$ cat config.mk
export PLATFORM = sky130hd
export DESIGN_NAME = led_blink_sched
export DESIGN_NICKNAME = d
export VERILOG_FILES = /design/src/rtl/led_pkg.sv /design/src/rtl/led_prescaler.sv /design/src/rtl/led_blink_sched.sv
export SDC_FILE = /design/constraint.sdc
export NUM_CORES = 1
export LEC_CHECK = 0
export BUFFER_PORTS_ARGS = -buffer_cell sky130_fd_sc_hd__clkbuf_2
export CAP_MARGIN = 10
export CORE_MARGIN = 2
export CORE_UTILIZATION = 30
export CTS_CLUSTER_DIAMETER = 150
export DETAILED_ROUTE_END_ITERATION = 7
export HOLD_SLACK_MARGIN = 0.1
export PLACE_DENSITY = 0.55
export RECOVER_POWER = 100
export SLEW_MARGIN = 20
export SYNTH_ARGS = -nofsm -noshare
export SYNTH_HDL_FRONTEND = slang
export SYNTH_SLANG_ARGS = --single-unit
$ cat constraint.sdc
create_clock -name CLOCK_50 -period 2.6 [get_ports CLOCK_50]
set_input_delay 0.13 -clock CLOCK_50 [delete_from_list [all_inputs] [get_ports CLOCK_50]]
set_output_delay 0.13 -clock CLOCK_50 [all_outputs]
set_load 0.02 [all_outputs]
$ cat src/rtl/led_pkg.sv
// Shared definitions for the LED blink scheduler.
//   led_state_e  : scheduler FSM state encoding
//   LED_NREQ     : default requester count
//   LED_CNT_W    : width of one per-requester blink count field
//   idx_w()      : index width for an n-entry vector (min 1 bit)
package led_pkg;

    typedef enum logic [1:0] {
        ST_IDLE = 2'd0,
        ST_ON   = 2'd1,
        ST_OFF  = 2'd2,
        ST_GAP  = 2'd3
    } led_state_e;

    localparam int LED_NREQ  = 4;
    localparam int LED_CNT_W = 4;

    function automatic int idx_w(input int n);
        return (n > 1) ? $clog2(n) : 1;
    endfunction

endpackage

$ cat src/rtl/led_prescaler.sv
// Phase-length prescaler for the LED blink scheduler.
// Counts 0..HALF_PERIOD-1 and wraps. tick is high in the cycle the count
// equals HALF_PERIOD-1. clr restarts the count at 0 on the next cycle.
//   clk     : clock
//   reset_n : asynchronous active-low reset
//   clr     : synchronous restart
//   tick    : terminal-count flag
module led_prescaler #(
    parameter int HALF_PERIOD = 50000000
) (
    input  logic clk,
    input  logic reset_n,
    input  logic clr,
    output logic tick
);

    localparam int            CW   = (HALF_PERIOD > 1) ? $clog2(HALF_PERIOD) : 1;
    localparam logic [CW-1:0] LAST = CW'(HALF_PERIOD - 1);

    logic [CW-1:0] cnt_q, cnt_d;

    always_comb begin
        cnt_d = cnt_q + 1'b1;
        if (clr || (cnt_q == LAST)) begin
            cnt_d = '0;
        end
    end

    always_ff @(posedge clk or negedge reset_n) begin
        if (!reset_n) begin
            cnt_q <= '0;
        end else begin
            cnt_q <= cnt_d;
        end
    end

    assign tick = (cnt_q == LAST);

endmodule

$ cat src/rtl/led_blink_sched.sv
// Round-robin scheduler sharing one LED among NREQ requesters.
// A granted requester gets req_count on/off blinks of HALF_PERIOD cycles
// each, followed by a HALF_PERIOD gap before the next grant.
//   CLOCK_50  : clock
//   reset_n   : asynchronous active-low reset
//   req       : per-requester level request
//   req_count : 4-bit blink count per requester, sampled at grant
//   gnt       : one-hot owner of the LED
//   done      : one-cycle completion pulse for the owner
//   busy      : scheduler not idle
//   LEDG      : shared LED drive
module led_blink_sched
    import led_pkg::*;
#(
    parameter int HALF_PERIOD = 50000000,
    parameter int NREQ        = LED_NREQ
) (
    input  logic                      CLOCK_50,
    input  logic                      reset_n,
    input  logic [NREQ-1:0]           req,
    input  logic [LED_CNT_W*NREQ-1:0] req_count,
    output logic [NREQ-1:0]           gnt,
    output logic [NREQ-1:0]           done,
    output logic                      busy,
    output logic                      LEDG
);

    localparam int IW = idx_w(NREQ);

    led_state_e           state_q, state_d;
    logic [NREQ-1:0]      gnt_q, gnt_d;
    logic                 led_q, led_d;
    logic                 busy_q, busy_d;
    logic [LED_CNT_W-1:0] rem_q, rem_d;
    logic [IW-1:0]        ptr_q, ptr_d;   // highest-priority index
    logic [IW-1:0]        idx_q, idx_d;   // current owner index

    logic                 tick;
    logic                 clr;
    logic                 found;
    logic [IW-1:0]        win;
    logic [IW-1:0]        cand;
    logic [LED_CNT_W-1:0] win_cnt;
    logic                 owner_req;
    logic                 last_blink;

    led_prescaler #(
        .HALF_PERIOD(HALF_PERIOD)
    ) u_presc (
        .clk    (CLOCK_50),
        .reset_n(reset_n),
        .clr    (clr),
        .tick   (tick)
    );

    // Round-robin search starting at ptr_q, wrapping modulo NREQ.
    always_comb begin
        found = 1'b0;
        win   = '0;
        cand  = '0;
        for (int k = 0; k < NREQ; k++) begin
            cand = IW'((int'(ptr_q) + k) % NREQ);
            if (!found && req[cand]) begin
                found = 1'b1;
                win   = cand;
            end
        end
    end

    always_comb begin
        win_cnt = '0;
        for (int k = 0; k < NREQ; k++) begin
            if (win == IW'(k)) begin
                win_cnt = req_count[k*LED_CNT_W +: LED_CNT_W];
            end
        end
    end

    assign owner_req  = req[idx_q];
    assign last_blink = (rem_q == LED_CNT_W'(1));

    always_comb begin
        state_d = state_q;
        gnt_d   = gnt_q;
        led_d   = led_q;
        rem_d   = rem_q;
        ptr_d   = ptr_q;
        idx_d   = idx_q;
        case (state_q)
            ST_IDLE: begin
                if (found) begin
                    idx_d      = win;
                    ptr_d      = (win == IW'(NREQ - 1)) ? '0 : win + 1'b1;
                    gnt_d      = '0;
                    gnt_d[win] = 1'b1;
                    rem_d      = win_cnt;
                    if (win_cnt == '0) begin
                        // Zero blinks: grant lives only for the first GAP cycle.
                        state_d = ST_GAP;
                        led_d   = 1'b0;
                    end else begin
                        state_d = ST_ON;
                        led_d   = 1'b1;
                    end
                end
            end
            ST_ON: begin
                if (!owner_req) begin
                    state_d = ST_GAP;
                    gnt_d   = '0;
                    led_d   = 1'b0;
                    rem_d   = '0;
                end else if (tick) begin
                    state_d = ST_OFF;
                    led_d   = 1'b0;
                end
            end
            ST_OFF: begin
                // Completion wins over a request dropped in the final cycle,
                // since done is already showing in that cycle.
                if (tick && last_blink) begin
                    state_d = ST_GAP;
                    gnt_d   = '0;
                    rem_d   = '0;
                end else if (!owner_req) begin
                    state_d = ST_GAP;
                    gnt_d   = '0;
                    led_d   = 1'b0;
                    rem_d   = '0;
                end else if (tick) begin
                    state_d = ST_ON;
                    led_d   = 1'b1;
                    rem_d   = rem_q - 1'b1;
                end
            end
            ST_GAP: begin
                gnt_d = '0;
                led_d = 1'b0;
                if (tick) begin
                    state_d = ST_IDLE;
                end
            end
            default: begin
                state_d = ST_IDLE;
                gnt_d   = '0;
                led_d   = 1'b0;
                rem_d   = '0;
            end
        endcase
    end

    // Every phase starts with a fresh HALF_PERIOD count.
    assign clr    = (state_d != state_q);
    assign busy_d = (state_d != ST_IDLE);

    always_ff @(posedge CLOCK_50 or negedge reset_n) begin
        if (!reset_n) begin
            state_q <= ST_IDLE;
            gnt_q   <= '0;
            led_q   <= 1'b0;
            busy_q  <= 1'b0;
            rem_q   <= '0;
            ptr_q   <= '0;
            idx_q   <= '0;
        end else begin
            state_q <= state_d;
            gnt_q   <= gnt_d;
            led_q   <= led_d;
            busy_q  <= busy_d;
            rem_q   <= rem_d;
            ptr_q   <= ptr_d;
            idx_q   <= idx_d;
        end
    end

    // done is decoded from flop outputs only (no input path), so it is
    // glitch-free and lands in the last OFF cycle while gnt is still high.
    // In GAP gnt_q is only nonzero for a zero-count grant.
    assign done = ((state_q == ST_GAP) || ((state_q == ST_OFF) && tick && last_blink))
                  ? gnt_q : '0;
    assign gnt  = gnt_q;
    assign busy = busy_q;
    assign LEDG = led_q;

endmodule

# Yosys cells after proc, flatten, opt, wreduce, memory -nomap -nowiden
# Index checks and enable logic that the tools add are counted.
# word_totals
reg_bits	42
inputBits	22
word_cells	110
# classes
n_addsub	6
n_lt_le_gt_ge	7
n_eq_ne	15
muxes	54
reduce_logical	20
# ops
operator	count
$mux W4	13
$add A26 B1 Y26 const B	1
$eq A26 B26 Y1 const B	1
$mux W2	13
$mux W26	1
$lt A2 B3 Y1 const B	6
$mux W1	17
$pmux W4 S4	1
$pmux W4 S3	1
$bmux W1 S2	5
$eq A2 B2 Y1 const B	4
$pmux W2 S4	1
$reduce_and A4 Y1	2
$logic_and A1 B1 Y1	7
$ne A2 B2 Y1 const B	3
$ne A3 B3 Y1 const B	2
$add A2 B1 Y2 const B	2
$add A2 B2 Y2 const B	2
$eq A2 B1 Y1 const B	2
$eq A4 B1 Y1 const B	1
$logic_not A2 Y1	2
$logic_not A4 Y1	1
$ne A4 B4 Y1 const B	1
$pmux W1 S4	1
9 further kinds	12

# Logic depth before layout (Yosys ltp)
# Gate-level depths: netlist of the first run.
# logic_depth
ltp_word	24
depth_mapped	14
ltp_nobuf	12

# Hierarchy
# From an unflattened synthesis of the first run, not the netlist that was laid out.
# unflattened
cells_unflattened	297
hier_area_um2	2737.6
# modules_own_cells
module	n_inst	cells_each	area_per_inst_um2
led_prescaler	1	144	1385.1
led_blink_sched	1	153	1352.5

# Least setup slack after synthesis of the first run
# No wires, ideal clock.
# synth_timing
kind	register to register
startpoint	register ptr_q[0]
endpoint	register u_presc.cnt_q[17]
arrival_ns	2.678
t_required_ns	2.476
path_slack_ns	-0.203
stages_incl_launch_ff	14
path_buffers	2
path_cell_list	dfrtp_1 > nor2_1 > a21oi_1 > o221ai_1 > inv_1 > ha_1 > buf_6 > a211oi_2 > a211oi_1 > a21oi_1 > or4b_4 > a21oi_4 > buf_6 > nor3_1
# synth_via
elab_chain_len	24
word_cells_on_any_way	40
# synth_rtl
element	line_no	source
start, declared	led_blink_sched.sv:35	logic [IW-1:0] ptr_q, ptr_d;
start signal, assigned	led_blink_sched.sv:171	ptr_q <= ptr_d;
branches (longest 11 deep; another with $add A2 B1 Y2)	--	
$mux W2 (*)	led_blink_sched.sv:63	if (!found && req[cand]) begin
via win[0]	led_blink_sched.sv:41	logic [IW-1:0] win;
$logic_not A2 Y1	led_blink_sched.sv:73	if (win == IW'(k)) begin
$mux W4 (3 in series)	led_blink_sched.sv:73	
$mux W4 (*)	led_blink_sched.sv:73	
$logic_not A4 Y1 (*)	led_blink_sched.sv:97	if (win_cnt == '0) begin
$mux W2 (*)	led_blink_sched.sv:97	
$mux W2 (*)	led_blink_sched.sv:91	if (found) begin
$pmux W2 S4 (*)	led_blink_sched.sv:89	case (state_q)
$ne A2 B2 Y1 (*)	led_blink_sched.sv:153	assign clr = (state_d != state_q);
$logic_or A1 B1 Y1 (*)	led_prescaler.sv:24	if (clr || (cnt_q == LAST)) begin
$mux W26 (*)	led_prescaler.sv:24	
via u_presc.cnt_d[17]	led_prescaler.sv:20	logic [CW-1:0] cnt_q, cnt_d;
end signal, assigned	led_prescaler.sv:33	cnt_q <= cnt_d;
end, declared	led_prescaler.sv:20	
# Mark *: on every way through the listed nets, which the timed path passes. The select of a mux whose other input is x is not followed.
# A chain may end at the register's enable or synchronous reset.

# Worst setup path after layout of the first run
# layout_timing
startpoint	register ptr_q[1]
endpoint	register u_presc.cnt_q[0]
# layout_via
elab_chain_len	24
word_cells_on_any_way	40
# layout_rtl
element	line_no
branches (longest 19 deep; another with $add A2 B1 Y2)	--
$mux W2 (*)	led_blink_sched.sv:91
$pmux W2 S4 (*)	led_blink_sched.sv:89
$ne A2 B2 Y1 (*)	led_blink_sched.sv:153
$logic_or A1 B1 Y1 (*)	led_prescaler.sv:24
$mux W26 (*)	led_prescaler.sv:24
via u_presc.cnt_d[0]	led_prescaler.sv:20
# Marks and branches as above.

==> flow_summary.toml, run 1 <==
[routing]
wl_met1_mm = 3.22
vias = 2461
wl_met2_mm = 3.39
routedWlPerCell_um = 13.8
firstDrtPassIters = 4
ant_nets = 0
wl_met3_um = 222
drc = 0
drt-initial-drc-count = 57
avgViaCountPerCell = 4.93
routed.top_layer = "met4"
drt-total-wl_mm = 6.87

[outcome]
status = "complete, but fails checks"
violations = "negative setup slack"

[clock_network]
cts_buffers = 5
cts_root_buf = "clkbuf_8"
htreeDepth = 2
cts.sinks = 42
cts_tree = "done"
clockBufferDepth = 2
clk_latency_ps = 300
clkTransAtPathRegs_ps = 80

[logic_synthesis]
synth_area_leaders = "dfrtp_1 36%, xnor2_1 5.7%, nand2_1 5.6%, ha_1 5.1%, nor3_2 5.1%"
synth_top_cell_by_area = "dfrtp_1"
synthArstFlopShare_pct = 100
syn_avg_cell_area_um2 = 9.33
synth-edff-count = 0
syn-cell-area_mm2 = 0.00294
syn_nets = 349
netlist_instances = 315
synthDominantCellAreaShare_pct = 35.8
synth_top_flop_cell = "dfrtp_1"
ys.warnings.count = 0
ys_seq_elements = 42
ys_seq_area_share_pct = 35.8
yosysUniqueCellTypes = 61

[power_and_ir_drop]
peakVddDrop_mv = 0.265
power_density_mw_per_mm2 = 372
p_leak_uw = 0.00156

[flow_run]
cap_viol_max_count = 0

[timing]
setup_viol_count_final = 27
skew_ps = 14.3
relSlewSlack_pct = 24.1
hold_viol_final = 0
finalWorstSetupSlack_ps = -113
min_period_ps = 2710
grt_setup_unrepaired = "true"
drv_slew = 0
max_freq_mhz = 369
post-route-period-util_pct = 104
whs_ps = 434
worst_slew_pin_slew_ps = 1140

[global_routing]
antenna_found_initial = 0
grt_start_max_net_pins = 27
grt.total_usage_pct = 13.5
grt_overflow_total = 0
grt_pass1_wl_mm = 11.5
grt_pass1_vias = 2513

[worst_setup_path]
required_ps = 2790
critPathSlowestCell = "o41ai_4"
crit_chain = "a21oi_1, nor2_1, nor2_1, o22ai_2, buf_4, ha_4, a211oi_2, a211oi_2, buf_4, o41ai_4, a21oi_4, buf_12, nor4b_1"
crit_path_start_kind = "flop"
arrival_ps = 2900
critical_path.top_delay_family = "compound AO/OA/AOI/OAI gates"
critPathKind = "flop to flop"
slowest_delay_ps = 430
cp_num_buf_inv = 3
worstPathMaxFanout = 26
cp-end-kind = "flop"

[final_layout]
nets = 399
drive_gt1_share_pct = 28.4
fill_cells = 1012
fin_area_mm2 = 0.00361
fin_cells = 499
utilization_pct = 37.4
area_growth_pct = 22.8
diodes = 0

[placement]
place_congestion = 0.820
dpl_cell_area_mm2 = 0.00337
port_buffers = 31
placed_cells_incl_taps = 487
hpwl_mm = 4.91

[floorplan]
die_area_mm2 = 0.0106
io_pins = 32
coreArea_mm2 = 0.00964
die_y_um = 103
die_w_um = 103
start_util_pct = 30.5
rows = 36

[worst_hold_path]
hold_class = "input port to flop"
==> through the flow <==
step	setup WS [ps]	power, uW	setup TNS, ps
floorplan	-19.5	733	-158
global placement	-47.1	799	-707
detailed placement	-91.5	800	-2090
CTS	-112	1330	-1980
global route	-279	1400	-6000
finish	-113	1340	-1090
==> worst register-to-register path, stage by stage (launching register included) <==
cell and delay (ps):
dfrtp_1 400, a21oi_1 130, nor2_1 50, nor2_1 120, o22ai_2 110, buf_4 160
ha_4 180, a211oi_2 220, a211oi_2 110, buf_4 170, o41ai_4 430, a21oi_4 110
buf_12 180, nor4b_1 240
==> worst paths after layout <==
| check | end | depth (start not counted) | slack [ps] | startpoint |
|---|---|---|---|---|
| worst max-delay path | u_presc.cnt_q[0]$_DFF_PN0_ | 13 | -110 | ptr_q[1]$_DFFE_PN0P_ |
| worst min-delay path | idx_q[1]$_DFFE_PN0P_ | 5 | 430 | req[2] |
| worst max register to register | u_presc.cnt_q[0]$_DFF_PN0_ | 13 | -110 | ptr_q[1]$_DFFE_PN0P_ |
| worst min register to register | idx_q[1]$_DFFE_PN0P_ | 2 | 490 | idx_q[1]$_DFFE_PN0P_ |
| max in group asynchronous | ptr_q[1]$_DFFE_PN0P_ | 3 | 870 | reset_n |
| min in group asynchronous | u_presc.cnt_q[12]$_DFF_PN0_ | 2 | 560 | reset_n |
==> synthesized netlist by cell type (3+ instances only) <==
| cell | n |
|---|---|
| o21ai_0 | 3 |
| nand3b_1 | 3 |
| inv_1 | 11 |
| ha_1 | 12 |
| nor2_1 | 13 |
| nor3_1 | 18 |
| nand3_1 | 10 |
| nor4_1 | 5 |
| nand2_1 | 44 |
| and4_1 | 4 |
| and3_1 | 5 |
| nor2b_1 | 5 |
| buf_4 | 4 |
| dfrtp_1 | 42 |
| xor2_1 | 5 |
| a32o_1 | 4 |
| clkbuf_1 | 3 |
| xnor2_1 | 19 |
| o22ai_1 | 4 |
| nor3_2 | 15 |
| o2bb2ai_1 | 4 |
| nor4b_1 | 5 |
| buf_6 | 3 |
| a21oi_1 | 8 |
| nand4_1 | 10 |
| nand2b_1 | 5 |
| mux2_2 | 4 |
==> registers in the layout (all words and copies together) (netlist names) <==
signal / flops
u_presc.cnt_q: 26
gnt: 4
rem_q: 4
idx_q: 2
ptr_q: 2
state_q: 2
LEDG: 1
busy: 1
==> routing by layer <==
| layer | vias up | global-route usage [%] |
|---|---|---|
| met4 | 0 | 2.13 |
| met1 | 1165 | 17.4 |
| met2 | 43 | 24.1 |
| met5 | - | 0 |
| met3 | 7 | 2.24 |
| li1 | 1246 | - |
==> cells in the final DEF, fill, tap and decap left out, types with 3 or more instances in the layout <==
cell type / synthesis / layout
nor2b_1: 5 / 5
nor4b_1: 5 / 5
o21ai_0: 3 / 4
a32o_1: 4 / 4
clkbuf_8: 0 / 5
nand4_1: 10 / 10
nor3_1: 18 / 18
and4_1: 4 / 4
o22ai_2: 0 / 3
nor3_2: 15 / 15
a21oi_1: 8 / 7
nand3_1: 10 / 10
xor2_1: 5 / 5
o2bb2ai_1: 4 / 4
xnor2_1: 19 / 19
mux2_2: 4 / 4
ha_1: 12 / 9
nand3b_1: 3 / 3
nand2b_1: 5 / 4
dfrtp_1: 42 / 42
buf_4: 4 / 17
ha_4: 0 / 3
clkbuf_1: 3 / 9
nand2_1: 44 / 44
clkbuf_2: 0 / 25
nor2_1: 13 / 11
and3_1: 5 / 5
inv_1: 11 / 8
inv_2: 2 / 5
nor4_1: 5 / 4
==> cells by family after synthesis <==
logic type,after synthesis,synth area share [%]
AOI/OAI and AO/OA,48,13.1
xor gates and xnor gates,24,7.15
adders and majority gates,12,5.11
buffers and inverters,24,4.39
DFF,42,35.8
muxes,7,2.98
and+or+nand+nor,158,31.5
==> what timing repair did <==
item,in CTS,in global routing
hold buffers,1,0
endpoints found under the hold margin,20,0
buffers inserted,0,3
gates resized for setup,1,22
endpoints found under the setup margin,27,33
pin swaps,0,1
==> final cells by class <==
| class | count | area [um2] | share of cell area, % |
|---|---|---|---|
| multi-input cells | 249 | 1890 | 52.4 |
| clock inverters | 2 | 37.5 | 1.04 |
| repair buffers | 54 | 340 | 9.43 |
| clock buffers | 6 | 72.6 | 2.01 |
| inverters | 13 | 48.8 | 1.35 |
| well taps | 133 | 166 | 4.61 |
| flip-flops and latches | 42 | 1050 | 29.1 |
==> report_power, final <==
part / switching (uW) / internal [uW]
Sequential: 0 / 653
Combinational: 90.0 / 75.5
Clock: 236 / 287
Power figures use the tool's default switching activity.
==> inputs of run 2 (changes only) <==
--- a/config.mk
+++ b/config.mk
@@ -5,6 +5,7 @@
 export SDC_FILE = /design/constraint.sdc
 export NUM_CORES = 1
 export LEC_CHECK = 0
+export ABC_CLOCK_PERIOD_IN_PS = 2600
 export BUFFER_PORTS_ARGS = -buffer_cell sky130_fd_sc_hd__clkbuf_2
 export CAP_MARGIN = 10
 export CORE_MARGIN = 2
@@ -12,8 +13,9 @@
 export CTS_CLUSTER_DIAMETER = 150
 export DETAILED_ROUTE_END_ITERATION = 7
 export HOLD_SLACK_MARGIN = 0.1
-export PLACE_DENSITY = 0.55
+export PLACE_DENSITY = 0.57
 export RECOVER_POWER = 100
+export SETUP_SLACK_MARGIN = 0.02
 export SLEW_MARGIN = 20
 export SYNTH_ARGS = -nofsm -noshare
 export SYNTH_HDL_FRONTEND = slang
==> run 2 against run 1 <==
The flow still finishes with violations (negative setup slack). Wire length grew 3.2%. Critical path depth is 1 lower. Global-route usage barely moved. Non-clock buffer count increased by 2. Cell area fell by 1.2%. Setup slack got worse by 71 ps. Total power shrank 8.1%. Utilization is 0.47 points lower. Clock skew decreased by 7.1 ps. Cell count up 0.40%.
==> flow_summary.toml, run 2 (synthesis gave the netlist of run 1 again) <==
[outcome]
status = "complete, but fails checks"
violations = "negative setup slack"

[routing]
drt-initial-drc-count = 92
ant_nets = 0
drc = 0
vias = 2562
firstDrtPassIters = 4
drt-total-wl_mm = 7.09
avgViaCountPerCell = 5.11
routedWlPerCell_um = 14.2

[clock_network]
htreeDepth = 2
clk_latency_ps = 300
clockBufferDepth = 2
cts.sinks = 42
cts_buffers = 5
cts_tree = "done"
cts_root_buf = "clkbuf_8"
clkTransAtPathRegs_ps = 90

[floorplan]
coreArea_mm2 = 0.00964
die_area_mm2 = 0.0106
rows = 36
die_w_um = 103
start_util_pct = 30.5
io_pins = 32
die_y_um = 103

[timing]
drv_slew = 0
min_period_ps = 2780
skew_ps = 7.26
whs_ps = 468
finalWorstSetupSlack_ps = -183
relSlewSlack_pct = 4.11
post-route-period-util_pct = 107
setup_viol_count_final = 27
worst_slew_pin_slew_ps = 1440
grt_setup_unrepaired = "true"
hold_viol_final = 0
max_freq_mhz = 359
setup_tns_ps = -4130

[final_layout]
fin_cells = 501
fill_cells = 1020
nets = 401
regMostFlops = "u_presc.cnt_q"
area_growth_pct = 21.3
final_common_cell = "nand2_1"
drive_gt1_share_pct = 26.6
most-common-layout-cells = "44 x nand2_1, 42 x dfrtp_1, 24 x clkbuf_2, 19 x xnor2_1, 18 x buf_4"
largest_reg_flops = 26
diodes = 0

[worst_setup_path]
cpMostUsedCell = "nor2_1"
crit_path_start_kind = "flop"
critPathKind = "flop to flop"
cp-end-kind = "flop"
startpoint = "ptr_q[1]$_DFFE_PN0P_"
worstPathMaxFanout = 7
critPathSlowestCell = "or4b_4"
crit_chain = "a21oi_1, nor2_1, nor2_1, o22ai_2, buf_4, ha_1, nand3b_1, a31oi_1, or4b_4, a21oi_4, clkbuf_16, nor3_2"
slowest_delay_ps = 550
reg2reg_from = "ptr_q[1]$_DFFE_PN0P_"
ff2ff_setup_slack_ps = -180
required_ps = 2780
arrival_ps = 2970
r2r_end = "u_presc.cnt_q[6]$_DFF_PN0_"
r2r_cells = 12

[placement]
hpwl_mm = 4.94
place_congestion = 0.794
placed_cells_incl_taps = 485
port_buffers = 31

[global_routing]
grt_overflow_total = 0
grt_pass1_wl_mm = 11.6
grt.total_usage_pct = 13.5
antenna_found_initial = 0
grt_start_max_net_pins = 27
grt_pass1_vias = 2445

[power_and_ir_drop]
power_density_mw_per_mm2 = 346
p_leak_uw = 0.00155
peakVddDrop_mv = 0.179

[worst_hold_path]
min_to = "rem_q[3]$_DFFE_PN0P_"
min_from = "req_count[11]"
whs_path_depth = 5
hold_class = "input port to flop"

[flow_run]
cap_viol_max_count = 0
-- run 2: worst max-delay path: cells and delay by family, from the launching register on --
family,cells,cell delay [ps]
DFF,1,410
AOI/OAI and AO/OA,4,730
adders and majority gates,1,260
buffers and inverters,2,390
and+or+nand+nor,5,880
-- run 2: final cells by class --
class	count	area [um2]	share of cell area (%)
clock buffer	6	72.6	2.04
clock inverter	2	13.8	0.386
sequential	42	1050	29.5
tap	133	166	4.67
inverter	13	48.8	1.37
timing repair buffer	56	375	10.5
multi-input combinational	249	1830	51.5
-- run 2: per-layer routing --
layer	up-vias	global-route usage, %	share of wire [%]
met4	0	1.92	0.35
met2	64	22.3	48
met1	1242	18.7	48
met3	4	2.85	3.8
met5	-	0	0
li1	1252	-	-
-- run 2: what timing repair did --
| item | in CTS | in global routing |
|---|---|---|
| hold buffers | 1 | 0 |
| pin swaps | 0 | 5 |
| gates cloned | 0 | 2 |
| hold endpoints to repair | 23 | 0 |
| setup buffers | 0 | 5 |
| resized for setup | 1 | 9 |
| setup endpoints to repair | 31 | 32 |
-- run 2: worst max path at each step --
stage | to | slack, ps | depth (start not counted)
after floorplan | u_presc.cnt_q[17]$_DFF_PN0_ | -20 | 13
after detailed placement | u_presc.cnt_q[24]$_DFF_PN0_ | -90 | 12
after global routing | u_presc.cnt_q[6]$_DFF_PN0_ | -260 | 13
final | u_presc.cnt_q[6]$_DFF_PN0_ | -180 | 12
after CTS | u_presc.cnt_q[1]$_DFF_PN0_ | -110 | 12
after global placement | u_presc.cnt_q[0]$_DFF_PN0_ | -10 | 13
-- run 2: through the flow --
| stage | total power, uW | instance area, um2 | setup WS [ps] | utilization, % |
|---|---|---|---|---|
| after global routing | 1290 | 3560 | -257 | 37.0 |
| after global placement | 795 | 3350 | -14.4 | 34.8 |
| after CTS | 1240 | 3460 | -107 | 35.9 |
| after detailed placement | 798 | 3350 | -86.1 | 34.8 |
| final | 1230 | 3560 | -183 | 37.0 |
| after floorplan | 733 | 2960 | -19.5 | - |
-- run 2: where the power goes --
| group | internal, uW | switching [uW] |
|---|---|---|
| clock network | 190 | 245 |
| registers | 653 | 0 |
| logic | 67.1 | 77.1 |
| total | 910 | 322 |
==> inputs of run 3 (changes only) <==
==> constraint.sdc (replaced) <==
create_clock -name CLOCK_50 -period 2.6 [get_ports CLOCK_50]
set_input_delay 0.26 -clock CLOCK_50 [delete_from_list [all_inputs] [get_ports CLOCK_50]]
set_output_delay 0.26 -clock CLOCK_50 [all_outputs]
set_load 0.05 [all_outputs]
==> run 3 against run 2 <==
The run still ends with negative setup slack left. Register-to-register slack worse by 20 ps. Non-clock buffer count increased by 5. Global-route usage rose by 0.86 points. Via count increased by 0.43%. Largest cell class unchanged. Highest routed layer unchanged.
==> flow_summary.toml, run 3 (synthesis gave the netlist of run 1 again) <==
[placement]
hpwl_mm = 4.79
port_buffers = 31
place_congestion = 0.839
placed_cells_incl_taps = 487

[worst_setup_path]
cp-end-kind = "flop"
critPathKind = "flop to flop"
crit_path_start_kind = "flop"
arrival_ps = 2990
worstPathMaxFanout = 7
critPathSlowestCell = "or4b_4"
slowest_delay_ps = 550
crit_chain = "nor2_2, a21oi_2, o221ai_2, inv_2, ha_4, nand2b_4, o22ai_2, a31oi_4, or4b_4, a21oi_4, buf_12, buf_16, nor3_2"
required_ps = 2790

[global_routing]
grt_start_max_net_pins = 43
antenna_found_initial = 0
grt.total_usage_pct = 14.4
grt_overflow_total = 0
grt_pass1_vias = 2604
grt_pass1_wl_mm = 12.1

[power_and_ir_drop]
share_comb_of_total_power_pct = 14.6
peakVddDrop_mv = 0.230
switching_share_pct = 26.5
p_leak_uw = 0.00160
internal_power_uw = 922
power_density_mw_per_mm2 = 334
seqPwrFrac_pct = 52.0
clkPwrFrac_pct = 33.4
power_switching_uw = 332

[routing]
routedWlPerCell_um = 14.2
ant_nets = 0
avgViaCountPerCell = 5.10
drt-total-wl_mm = 7.17
firstDrtPassIters = 4
drt-initial-drc-count = 70
vias = 2573
drc = 0

[worst_hold_path]
hold_class = "flop to flop"

[clock_network]
cts_tree = "done"
clkTransAtPathRegs_ps = 80
clockBufferDepth = 2
htreeDepth = 2
cts.sinks = 42
cts_buffers = 5
clk_latency_ps = 300
cts_root_buf = "clkbuf_8"

[final_layout]
drive_gt1_share_pct = 33.1
regMostFlops = "u_presc.cnt_q"
utilization_pct = 38.9
nets = 406
most-common-layout-cells = "44 x nand2_1, 39 x dfrtp_1, 22 x clkbuf_2, 22 x buf_4, 19 x xnor2_1"
fin_cells = 505
diodes = 0
area_growth_pct = 27.6
final_common_cell = "nand2_1"
largest_reg_flops = 26

[timing]
drv_slew = 0
post-route-period-util_pct = 108
worst_slew_pin_slew_ps = 1080
hold_viol_final = 0
min_period_ps = 2800
setup_tns_ps = -4420
setup_viol_count_final = 26
max_freq_mhz = 357
finalWorstSetupSlack_ps = -201
grt_setup_unrepaired = "true"
relSlewSlack_pct = 28.2
whs_ps = 501
skew_ps = 4.78

[floorplan]
die_area_mm2 = 0.0106
die_y_um = 103
rows = 36
coreArea_mm2 = 0.00964
io_pins = 32
start_util_pct = 30.5
die_w_um = 103

[outcome]
violations = "negative setup slack"
status = "complete, but fails checks"

[flow_run]
cap_viol_max_count = 0
==> run 3: changes by cell type in the layout (fill, tap and decap cells not counted), moves of 3 or more <==
| cell | change |
|---|---|
| clkbuf_1 | -3 |
| buf_6 | +4 |
| buf_4 | +4 |
| dfrtp_1 | -3 |
| dfrtp_2 | +3 |
| a21oi_2 | +3 |
| a21oi_1 | -3 |
==> run 3: repair_timing <==
item | CTS | global route
setup buffers | 5 | 6
setup endpoints to repair | 32 | 33
pin swaps | 0 | 19
hold buffers | 1 | 0
cloned | 2 | 0
resized for setup | 17 | 35
hold endpoints to repair | 42 | 0
==> run 3: worst max-delay path, delay by kind of cell, from the launching register on <==
family	cells	cell delay (ps)
AND/OR/NAND/NOR	4	910
buffers and inverters	3	380
flip-flops	1	410
adder cells (fa/ha/maj)	1	210
AO/OA/AOI/OAI	5	770
==> run 3: power by group through the flow <==
stage | Combinational (uW) | Clock [uW] | Sequential, uW
after floorplan | 67.4 | 0 | 666
after global placement | 135 | 0 | 666
after detailed placement | 137 | 0 | 666
after CTS | 160 | 442 | 653
after global routing | 202 | 465 | 653
final | 183 | 419 | 652
==> run 3: per-layer routing <==
metal / track usage [%] / wire (um) / vias to the layer above / share of wire [%]
met5: 0 / 0 / - / 0
met2: 23.5 / 3400 / 46 / 47
met1: 19.0 / 3450 / 1249 / 48
met3: 3.39 / 239 / 11 / 3.3
met4: 3.95 / 81 / 0 / 1.1
li1: - / - / 1267 / -
==> run 3: final cells by class <==
type | count | area (um2)
sequential | 42 | 1050
fill | 1013 | 5890
clock inverter | 2 | 10.0
timing repair buffer | 61 | 463
multi-input combinational | 249 | 1940
tap | 133 | 166
clock buffer | 5 | 68.8
inverter | 13 | 48.8
==> run 3: worst paths after layout <==
kind	from	endpoint	slack [ps]	cells past startpoint
max	ptr_q[0]$_DFFE_PN0P_	u_presc.cnt_q[5]$_DFF_PN0_	-200	13
min	idx_q[1]$_DFFE_PN0P_	idx_q[1]$_DFFE_PN0P_	500	2
max reg2reg	ptr_q[0]$_DFFE_PN0P_	u_presc.cnt_q[5]$_DFF_PN0_	-200	13
min reg2reg	idx_q[1]$_DFFE_PN0P_	idx_q[1]$_DFFE_PN0P_	500	2
max in group asynchronous	reset_n	u_presc.cnt_q[11]$_DFF_PN0_	1100	3
min in group asynchronous	reset_n	u_presc.cnt_q[23]$_DFF_PN0_	770	3
==> run 3: metrics by stage <==
| stage | total power (uW) | cell area (um2) | setup WS, ps |
|---|---|---|---|
| 2_1_floorplan | 733 | 2960 | -19.5 |
| 3_3_place_gp | 801 | 3370 | -116 |
| 3_5_place_dp | 803 | 3370 | -175 |
| 4_1_cts | 1250 | 3640 | -107 |
| 5_1_grt | 1320 | 3750 | -341 |
| 6_report | 1250 | 3750 | -201 |
